`config.mk`:
```
export PLATFORM = sky130hd
export DESIGN_NAME = vga_timing_gen
export DESIGN_NICKNAME = d
export VERILOG_FILES = /design/src/rtl/video_timing_pkg.sv /design/src/rtl/video_delay_line.sv /design/src/rtl/vga_timing_gen.sv
export SDC_FILE = /design/constraint.sdc
export NUM_CORES = 1
export LEC_CHECK = 0
export CORE_MARGIN = 2
export CORE_UTILIZATION = 40
export DETAILED_ROUTE_END_ITERATION = 6
export GPL_TIMING_DRIVEN = 0
export SLEW_MARGIN = 10
export SYNTH_ARGS = -nofsm -noshare
export SYNTH_HDL_FRONTEND = slang
export SYNTH_SLANG_ARGS = --single-unit
export TNS_END_PERCENT = 20
```
`constraint.sdc`:
```
create_clock -name clk_pixel -period 2 [get_ports clk_pixel]
set_input_delay 0.5 -clock clk_pixel [delete_from_list [all_inputs] [get_ports clk_pixel]]
set_output_delay 0.5 -clock clk_pixel [all_outputs]
set_load 0.1 [all_outputs]
```
`src/rtl/video_timing_pkg.sv`:
```
// Shared raster arithmetic for the VGA/DVI timing generator: line/frame totals,
// sync-window compares and counter width checks.
package video_timing_pkg;

    function automatic int h_total(input int res, input int front_porch, input int pulse, input int back_porch);
        return res + front_porch + pulse + back_porch;
    endfunction

    function automatic int v_total(input int res, input int front_porch, input int pulse, input int back_porch);
        return res + front_porch + pulse + back_porch;
    endfunction

    // True while pos lies in the half-open window [start, start+len).
    function automatic logic in_window(input int pos, input int start, input int len);
        return (pos >= start) && (pos < start + len);
    endfunction

    function automatic bit fits_width(input int bits, input int max_value);
        if (bits >= 31)
            return 1'b1;
        return max_value < (1 << bits);
    endfunction

endpackage

```
`src/rtl/video_delay_line.sv`:
```
// Clock-enabled shift register with a programmable reset word; DEPTH 0 is a plain wire.
module video_delay_line #(
    parameter int               WIDTH       = 1,
    parameter int               DEPTH       = 1,
    parameter logic [WIDTH-1:0] RESET_VALUE = '0
) (
    input  logic             clk,
    input  logic             rst_n,
    input  logic             ce,
    input  logic [WIDTH-1:0] d,
    output logic [WIDTH-1:0] q
);

    generate
        if (DEPTH == 0) begin : g_wire
            assign q = d;
        end else begin : g_regs
            logic [WIDTH-1:0] stage [DEPTH];

            always_ff @(posedge clk or negedge rst_n) begin
                if (!rst_n) begin
                    for (int i = 0; i < DEPTH; i++)
                        stage[i] <= RESET_VALUE;
                end else if (ce) begin
                    stage[0] <= d;
                    for (int i = 1; i < DEPTH; i++)
                        stage[i] <= stage[i-1];
                end
            end

            assign q = stage[DEPTH-1];
        end
    endgenerate

endmodule

```
`src/rtl/vga_timing_gen.sv`:
```
// Raster timing generator: master counters give the fetch position; controls and colour
// appear on the vga_* outputs C_fetch_lead cycles later.
module vga_timing_gen
    import video_timing_pkg::*;
#(
    parameter int   C_resolution_x      = 1024,
    parameter int   C_hsync_front_porch = 16,
    parameter int   C_hsync_pulse       = 96,
    parameter int   C_hsync_back_porch  = 44,
    parameter int   C_resolution_y      = 768,
    parameter int   C_vsync_front_porch = 10,
    parameter int   C_vsync_pulse       = 2,
    parameter int   C_vsync_back_porch  = 31,
    parameter int   C_bits_x            = 11,
    parameter int   C_bits_y            = 11,
    parameter logic C_hsync_polarity    = 1'b0,
    parameter logic C_vsync_polarity    = 1'b0,
    parameter int   C_fetch_lead        = 4,
    parameter int   C_depth             = 2
) (
    input  logic                clk_pixel,
    input  logic                rst_n,
    input  logic                enable,
    input  logic                test_picture,
    input  logic [C_depth-1:0]  in_red,
    input  logic [C_depth-1:0]  in_green,
    input  logic [C_depth-1:0]  in_blue,
    output logic [C_bits_x-1:0] fetch_x,
    output logic [C_bits_y-1:0] fetch_y,
    output logic                fetch_valid,
    output logic                line_start,
    output logic                frame_start,
    output logic [7:0]          frame_count,
    output logic                vga_hsync,
    output logic                vga_vsync,
    output logic                vga_blank,
    output logic [C_depth-1:0]  vga_red,
    output logic [C_depth-1:0]  vga_green,
    output logic [C_depth-1:0]  vga_blue
);

    localparam int H_TOTAL = h_total(C_resolution_x, C_hsync_front_porch, C_hsync_pulse, C_hsync_back_porch);
    localparam int V_TOTAL = v_total(C_resolution_y, C_vsync_front_porch, C_vsync_pulse, C_vsync_back_porch);
    localparam int HS_START = C_resolution_x + C_hsync_front_porch;
    localparam int VS_START = C_resolution_y + C_vsync_front_porch;
    localparam int LINE_W = 3 + C_bits_x + C_bits_y;
    localparam logic [LINE_W-1:0] LINE_RESET = {1'b1, 2'b00, {C_bits_x{1'b0}}, {C_bits_y{1'b0}}};

    generate
        if (!fits_width(C_bits_x, H_TOTAL - 1)) begin : g_bad_bits_x
            $error("vga_timing_gen: C_bits_x too narrow for H_total-1");
        end
        if (!fits_width(C_bits_y, V_TOTAL - 1)) begin : g_bad_bits_y
            $error("vga_timing_gen: C_bits_y too narrow for V_total-1");
        end
        if (C_fetch_lead < 1 || C_fetch_lead > 16) begin : g_bad_lead
            $error("vga_timing_gen: C_fetch_lead must be 1..16");
        end
        if (C_depth < 1 || C_depth > 8) begin : g_bad_depth
            $error("vga_timing_gen: C_depth must be 1..8");
        end
        if (C_hsync_pulse < 1 || C_vsync_pulse < 1) begin : g_bad_pulse
            $error("vga_timing_gen: sync pulses must be at least one unit wide");
        end
    endgenerate

    logic [C_bits_x-1:0] x;
    logic [C_bits_y-1:0] y;

    always_ff @(posedge clk_pixel or negedge rst_n) begin
        if (!rst_n) begin
            x           <= '0;
            y           <= '0;
            frame_count <= '0;
        end else if (enable) begin
            if (x == C_bits_x'(H_TOTAL - 1)) begin
                x <= '0;
                if (y == C_bits_y'(V_TOTAL - 1)) begin
                    y           <= '0;
                    frame_count <= frame_count + 8'd1;
                end else begin
                    y <= y + C_bits_y'(1);
                end
            end else begin
                x <= x + C_bits_x'(1);
            end
        end
    end

    logic x_active, y_active;
    logic raw_blank, raw_hs, raw_vs;

    assign x_active  = int'(x) < C_resolution_x;
    assign y_active  = int'(y) < C_resolution_y;
    assign raw_blank = !(x_active && y_active);
    assign raw_hs    = in_window(int'(x), HS_START, C_hsync_pulse);
    assign raw_vs    = in_window(int'(y), VS_START, C_vsync_pulse);

    assign fetch_x     = x;
    assign fetch_y     = y;
    assign fetch_valid = x_active && y_active;
    // Pulses are gated by rst_n so they stay low while reset holds the counters at the origin.
    assign line_start  = rst_n && enable && (x == '0) && y_active;
    assign frame_start = rst_n && enable && (x == '0) && (y == '0);

    logic                d_blank, d_hs, d_vs;
    logic [C_bits_x-1:0] d_x;
    logic [C_bits_y-1:0] d_y;

    video_delay_line #(
        .WIDTH       (LINE_W),
        .DEPTH       (C_fetch_lead - 1),
        .RESET_VALUE (LINE_RESET)
    ) u_delay (
        .clk   (clk_pixel),
        .rst_n (rst_n),
        .ce    (enable),
        .d     ({raw_blank, raw_hs, raw_vs, x, y}),
        .q     ({d_blank, d_hs, d_vs, d_x, d_y})
    );

    logic [C_depth-1:0] pat_red, pat_green, pat_blue;

    assign pat_red   = C_depth'(d_x >> 4);
    assign pat_green = C_depth'(d_y >> 4);
    assign pat_blue  = frame_count[C_depth-1:0];

    always_ff @(posedge clk_pixel or negedge rst_n) begin
        if (!rst_n) begin
            vga_blank <= 1'b1;
            vga_hsync <= ~C_hsync_polarity;
            vga_vsync <= ~C_vsync_polarity;
            vga_red   <= '0;
            vga_green <= '0;
            vga_blue  <= '0;
        end else if (enable) begin
            vga_blank <= d_blank;
            vga_hsync <= d_hs ? C_hsync_polarity : ~C_hsync_polarity;
            vga_vsync <= d_vs ? C_vsync_polarity : ~C_vsync_polarity;
            if (d_blank) begin
                vga_red   <= '0;
                vga_green <= '0;
                vga_blue  <= '0;
            end else if (test_picture) begin
                vga_red   <= pat_red;
                vga_green <= pat_green;
                vga_blue  <= pat_blue;
            end else begin
                vga_red   <= in_red;
                vga_green <= in_green;
                vga_blue  <= in_blue;
            end
        end
    end

endmodule

```
==> flow_metrics.py <==
metrics = {
    "detailed_routing": {
        "drt_iter0_drc": 113,
        "dr.pass1.iters": 5,
        "post-route-drc-count": 0,
        "drt-total-wl_mm": 6.40,
        "detail_route.vias_per_cell": 5.18,
        "routed-via-count": 2229,
        "avgRoutedWirePerCell_um": 14.9,
        "detail-route-antenna-nets": 0,
    },
    "synth": {
        "ys.warnings.count": 0,
        "summed_instance_area_of_the_synthesized_netlist_um2": 2890,
        "ys_ff_latch": 60,
        "syn_avg_cell_area_um2": 11.0,
        "synthCells": 262,
        "synth.lib_cells_used.distinct": 42,
        "seq_area_frac_synth_pct": 52.2,
        "synth.net_count": 278,
    },
    "status": {
        "run_status": "finished, violations left",
        "violations": "setup timing",
    },
    "global_routing": {
        "grt.busiest_layer": "met1",
        "global_route.overflow_total": 0,
        "grt.met1_usage_pct": 26.7,
        "first_global_vias": 2174,
        "grt_first_pass_wirelength_mm": 10.8,
        "global_route.usage.met3_pct": 3.32,
        "grt.total_usage_pct": 18.0,
        "antenna_found_initial": 0,
        "pin_count_of_the_biggest_net_entering_global_routing": 62,
        "use_met2_pct": 25.9,
    },
    "layout": {
        "finalNetCount": 345,
        "final_design_area_no_fill_um2": 4030,
        "mostFrequentLayoutCell": "sky130_fd_sc_hd__clkdlybuf4s15_2",
        "drive_gt1_share_pct": 41.0,
        "area_growth_syn_to_layout_pct": 39.4,
        "register_area_um2": 1550,
        "diodes": 0,
        "multi_input_area_um2": 1330,
        "layout.cells.most_common_list": "sky130_fd_sc_hd__clkdlybuf4s15_2, sky130_fd_sc_hd__dfrtp_1, sky130_fd_sc_hd__inv_1, sky130_fd_sc_hd__mux2_2",
        "fill_cells": 627,
    },
    "place": {
        "pre_cts_slack_ns": -1.71,
        "dpl.hpwl_mm": 4.14,
        "port_buffers": 49,
        "post_dp_cell_area_um2": 3570,
        "gp_routability_congestion": 0.813,
    },
    "setup_path": {
        "worst_ep_arrival_time_ns": 1.89,
        "worstPathRequired_ns": 1.50,
        "slowest_stage_cell_on_the_critical_path": "sky130_fd_sc_hd__dfrtp_4",
        "crit_path_end_kind": "output port",
        "crit_path_start_kind": "flop",
        "crit_path_cell_trace": "buf_2 -> nor3_4 -> nand3_2 -> and3b_2 -> buf_12",
        "cpPeakStageDelay_ns": 0.47,
        "crit_fanout": 10,
        "setup.worst_path.class": "reg -> out",
    },
    "min_path": {
        "hold_path.class": "in -> async",
    },
    "power": {
        "p_leak_uw": 0.00177,
        "worst_ir_drop_vdd_mv": 0.575,
        "power.combinational.fraction_pct": 30.1,
        "clockPowerShare_pct": 33.7,
        "power.density_cell_area_nw_per_um2": 1030,
        "pwr-share-seq_pct": 36.2,
        "netSwitchingPower_uw": 1510,
        "swShare_pct": 36.1,
        "intPower_uw": 2660,
    },
    "sta": {
        "finalWorstPathRequiredPeriod_ns": 2.39,
        "final.setup.tns_ns": -1.00,
        "setup_viol": 4,
        "period_share_pct": 120,
        "transition_time_at_the_pin_with_the_least_slew_margin_ns": 0.952,
        "report.final.slew_viol_count": 0,
        "grt_setup_unrepaired": "true",
        "timing_hold_violations_final": 0,
        "maxSlewHeadroom_pct": 36.8,
        "max_freq_mhz": 418,
        "final.setup.worst_slack_ns": -0.393,
        "clock_skew_ns": 0.00782,
    },
    "die": {
        "die_h_um": 89.0,
        "die_width_um": 89.0,
        "num_rows": 30,
        "top_level_ports": 52,
        "initial_utilization_pct": 41.8,
        "core-area_um2": 6910,
        "fp.dieArea_um2": 7920,
    },
    "clock_tree": {
        "clock_latency_ns": 0.34,
        "clkTransAtPathRegs_ns": 0.07,
        "clockRootBuffer": "sky130_fd_sc_hd__clkbuf_8",
        "htree_num_levels": 3,
        "clock_path_buffers": 2,
        "tritoncts_num_sinks": 60,
        "tritoncts": "yes",
        "cts_bufs_inserted": 9,
        "quantity_of_hold_fixing_buffers_added_after_cts": 0,
    },
    "run": {
        "timing.max_cap.violations": 0,
    },
}
[power by group through the flow]
stage	logic, uW	clock network [uW]	registers (uW)
5_1_grt	1320	1480	1530
4_1_cts	1230	1430	1510
3_3_place_gp	1180	0	1530
6_report	1250	1400	1510
3_5_place_dp	1180	0	1540
2_1_floorplan	347	0	2080
[cell families (layout without fill, tap and decap cells)]
kind of cell | count (synthesis) | count (layout) | synth area share [%]
DFF | 60 | 60 | 52.2
adders and majority gates | 6 | 6 | 2.60
and+or+nand+nor | 85 | 85 | 18.4
muxes | 30 | 30 | 11.2
xor gates and xnor gates | 16 | 16 | 4.85
AOI/OAI and AO/OA | 30 | 30 | 5.98
buffers and inverters | 35 | 107 | 4.76
[metal layers]
layer | up-vias | wire (um)
met1 | 1108 | 3150
met3 | 11 | 224
li1 | 1068 | -
met2 | 42 | 2900
met4 | 0 | 125
met5 | - | 0
[metrics by stage]
| step | instances | hold WS, ns | total power [uW] | util, % |
|---|---|---|---|---|
| after floorplan | 262 | 0.204 | 2430 | - |
| final | 430 | 0.0694 | 4170 | 58.3 |
| after global routing | 430 | 0.108 | 4340 | 58.3 |
| after CTS | 427 | 0.104 | 4170 | 57.6 |
| after global placement | 407 | 0.398 | 2710 | 51.7 |
| after detailed placement | 407 | 0.404 | 2710 | 51.7 |
[worst max-delay path: cells and delay by family (launching register included)]
family                 cells  cell delay, ns
and+or+nand+nor            3            0.72
DFF                        1            0.47
buffers and inverters      2            0.38
[registers in the layout (all words and copies together) (netlist names)]
register and cells:
fetch_x 11, vga_blank 1, vga_hsync 1, vga_vsync 1, vga_red 2, vga_blue 2
u_delay.g_regs.stage 14, fetch_y 11, frame_count 8, vga_green 2, u_delay.q 7
[cells in the mapped netlist (all sizes together)]
master	number	share of area, %
and2	1	0.22
mux2	19	7.4
nor4	3	1.1
nand4b	1	0.52
a211oi	1	0.26
nor2	6	0.78
clkbuf	5	0.65
nor4b	1	0.30
nand3	16	2.8
ha	6	2.6
o21ai	11	1.9
or3	7	1.5
buf	8	1.3
a31oi	1	0.22
nand2	9	1.2
inv	22	2.9
xnor2	5	1.5
a21oi	7	1.2
o31ai	1	0.26
o2bb2ai	1	0.30
and4	4	1.2
nand4bb	1	0.39
and3	4	0.87
nand4	10	2.4
a21o	2	0.52
and3b	1	0.30
mux2i	11	3.8
dfstp	6	5.5
nand3b	2	0.52
xor2	11	3.3
nor3b	4	1.2
nor3	12	2.5
o22ai	6	1.3
nand2b	3	0.65
dfrtp	54	47
[final timing paths]
check                                   start        endpoint  slack, ns  depth (start not counted)
worst min register to register  u_delay.q[23]       vga_hsync       0.40                          1
worst max-delay path               fetch_x[5]     frame_start      -0.39                          5
min in group clk_pixel          u_delay.q[23]       vga_hsync       0.40                          1
worst min-delay path                    rst_n      fetch_x[7]       0.07                          1
worst max register to register     fetch_x[1]  frame_count[1]      -0.03                          7
max in group asynchronous               rst_n      fetch_x[1]       1.52                          1
[timing repair]
action                                  CTS  global route
endpoints found under the setup margin   42            17
hold endpoints to repair                  0             0
gates resized for setup                 149            12
buffers inserted                          4             3
pin swaps                                 2             3
[final cells by class]
cell class | instances | share of cell area (%)
Inverter | 22 | 2.18
Buffer | 13 | 1.71
Tap cell | 96 | 2.98
Clock buffer | 11 | 3.76
Sequential cell | 60 | 38.5
Multi-Input combinational cell | 167 | 33.1
Clock inverter | 5 | 2.64
Timing Repair Buffer | 56 | 15.1
No activity file was read; power rests on OpenSTA's default activity.
==> variant, RTL diff (config.mk and constraints unchanged) <==
The parameter `C_depth` goes from 2 to 1.
--- a/src/rtl/vga_timing_gen.sv
+++ b/src/rtl/vga_timing_gen.sv
@@ -18,3 +18,3 @@
     parameter int   C_fetch_lead        = 4,
-    parameter int   C_depth             = 2
+    parameter int   C_depth             = 1
 ) (
Interface: changed (6 resized); port bits go from 52 to 46. The function was not compared with the original's and may differ.
==> variant against the unedited design <==
- total power is 31% lower
- via count decreased by 9.3%
- synthesized cell count fell by 10%
- sequential cell count down 9
- final area shrank 13%
- worst setup slack got worse by 0.015 ns
- die area fell by 9.6%
- largest power group unchanged
- routed wire length is 6.5% lower
- critical path depth unchanged
- global-route usage is 0.26 points lower
- synthesized area decreased by 10%
- critical endpoint is now line_start
- core utilization fell by 2.5 points
- the run still ends with negative setup slack left
==> variant: results (changes against the unedited design) <==
sta:
  finalSetupViolCount: 7  # +3
  period_share_pct: 120  # +0.74 points
  slew_headroom_pct: 63.4  # +27 points
  finalWorstSetupSlack_ns: -0.408  # -0.0149 ns
  skew_ns: 0.00736  # -0.000457 ns
  holdWs_ns: 0.0462  # -0.0231 ns
cts:
  worstSkewPairLatency_ns: 0.30  # -0.04 ns
  path_clk_slew_ns: 0.10  # +0.03 ns
  htree_levels: 2  # -1
logic_synthesis:
  synth.avg_cell_area_um2: 11.1  # +0.24%
  synthTopCellsByArea: "dfrtp_1, dfstp_2, mux2_2, xor2_1, nand4_1"
  ys_types: 45  # +7.1%
  async_flop_share_pct: 100  # unchanged
  syn_nets: 248  # -11%
  synth.top_cells.by_count: "dfrtp_1, inv_1, mux2_2, nand4_1, xor2_1"
setup_path:
  crit_slowest_cell: "dfrtp_2"
  crit_family: "flip-flops"
  reg2reg_depth: 6  # -1
  regToRegEndpoint: "fetch_y[2]$_DFFE_PN0P_"
  cp.arrival_ns: 1.91  # +0.02 ns
  path_max_fanout: 6  # -4
  reg2reg_from: "fetch_y[4]$_DFFE_PN0P_"
placement:
  place_congestion: 0.848  # +4.3%
  hpwlAfterDp_um: 4160  # +0.69%
  post-place-cells: 357  # -12%
  place_area_um2: 3300  # -7.6%
  portBuffers: 44  # -10%
layout:
  nets: 308  # -11%
  drive_above_1_share_pct: 43.2  # +2.2 points
  fillCellCount: 564  # -10%
  fin_cells: 373  # -13%
grt:
  grt_usage_pct: 17.7  # -0.26 points
  grt_pass1_vias: 2025  # -6.9%
  grt_max_degree: 29  # -53%
  grt_pass1_wl_um: 10200  # -5.9%
power_and_ir_drop:
  netSwitchingFraction_pct: 39.5  # +3.4 points
  p_leak_nw: 1.58  # -11%
  p_comb_share_pct: 33.6  # +3.5 points
  pg_comb_uw: 960  # -23%
  ir_drop_mv: 0.692  # +20%
routing:
  drt_pass1_iterations: 4  # -1
  viasPerCell: 5.42  # +4.5%
  routed_wl_um: 5980  # -6.5%
status:
  violations: "negative setup slack"
  outcome: "complete, but fails checks"
==> variant: cell families (layout without fill, tap and decap cells) <==
kind of cell | Yosys count | count (layout) | share of synthesized area [%]
flip-flops | 51 | 51 | 49.4
AO/OA/AOI/OAI | 25 | 25 | 6.26
adder cells (fa/ha/maj) | 6 | 6 | 2.89
multiplexers | 22 | 22 | 9.15
AND/OR/NAND/NOR | 84 | 84 | 21.0
buffers and inverters | 30 | 91 | 5.54
XOR/XNOR | 17 | 17 | 5.73
==> variant: how the worst max path moves through the flow <==
stage / cells after the start / start / to
2_1_floorplan: 5 / fetch_x[6]$_DFFE_PN0P_ / frame_start
3_3_place_gp: 4 / rst_n / line_start
3_5_place_dp: 5 / rst_n / line_start
4_1_cts: 5 / fetch_x[4]$_DFFE_PN0P_ / line_start
5_1_grt: 5 / fetch_x[8]$_DFFE_PN0P_ / line_start
6_report: 5 / fetch_x[8]$_DFFE_PN0P_ / line_start
==> variant: routing by layer <==
metal	global-route usage [%]	up-vias	wire length (um)
met5	0	-	0
met4	5.63	0	33
met3	3.05	4	243
met2	28.3	34	2810
met1	24.8	1015	2900
li1	-	968	-
==> variant: cell type report <==
class / count / area, um^2 / area share, %
Tap cell: 77 / 96.3 / 2.74
Buffer: 12 / 81.3 / 2.31
Clock buffer: 6 / 82.6 / 2.35
Timing Repair Buffer: 56 / 564 / 16.0
Inverter: 15 / 56.3 / 1.60
Multi-Input combinational cell: 154 / 1290 / 36.8
Clock inverter: 2 / 16.3 / 0.462
Sequential cell: 51 / 1330 / 37.8
==> variant: what timing repair did <==
action                     CTS  global route
setup endpoints to repair   43            19
pin swaps                    3             9
resized for setup          128            13
buffers inserted             5             6
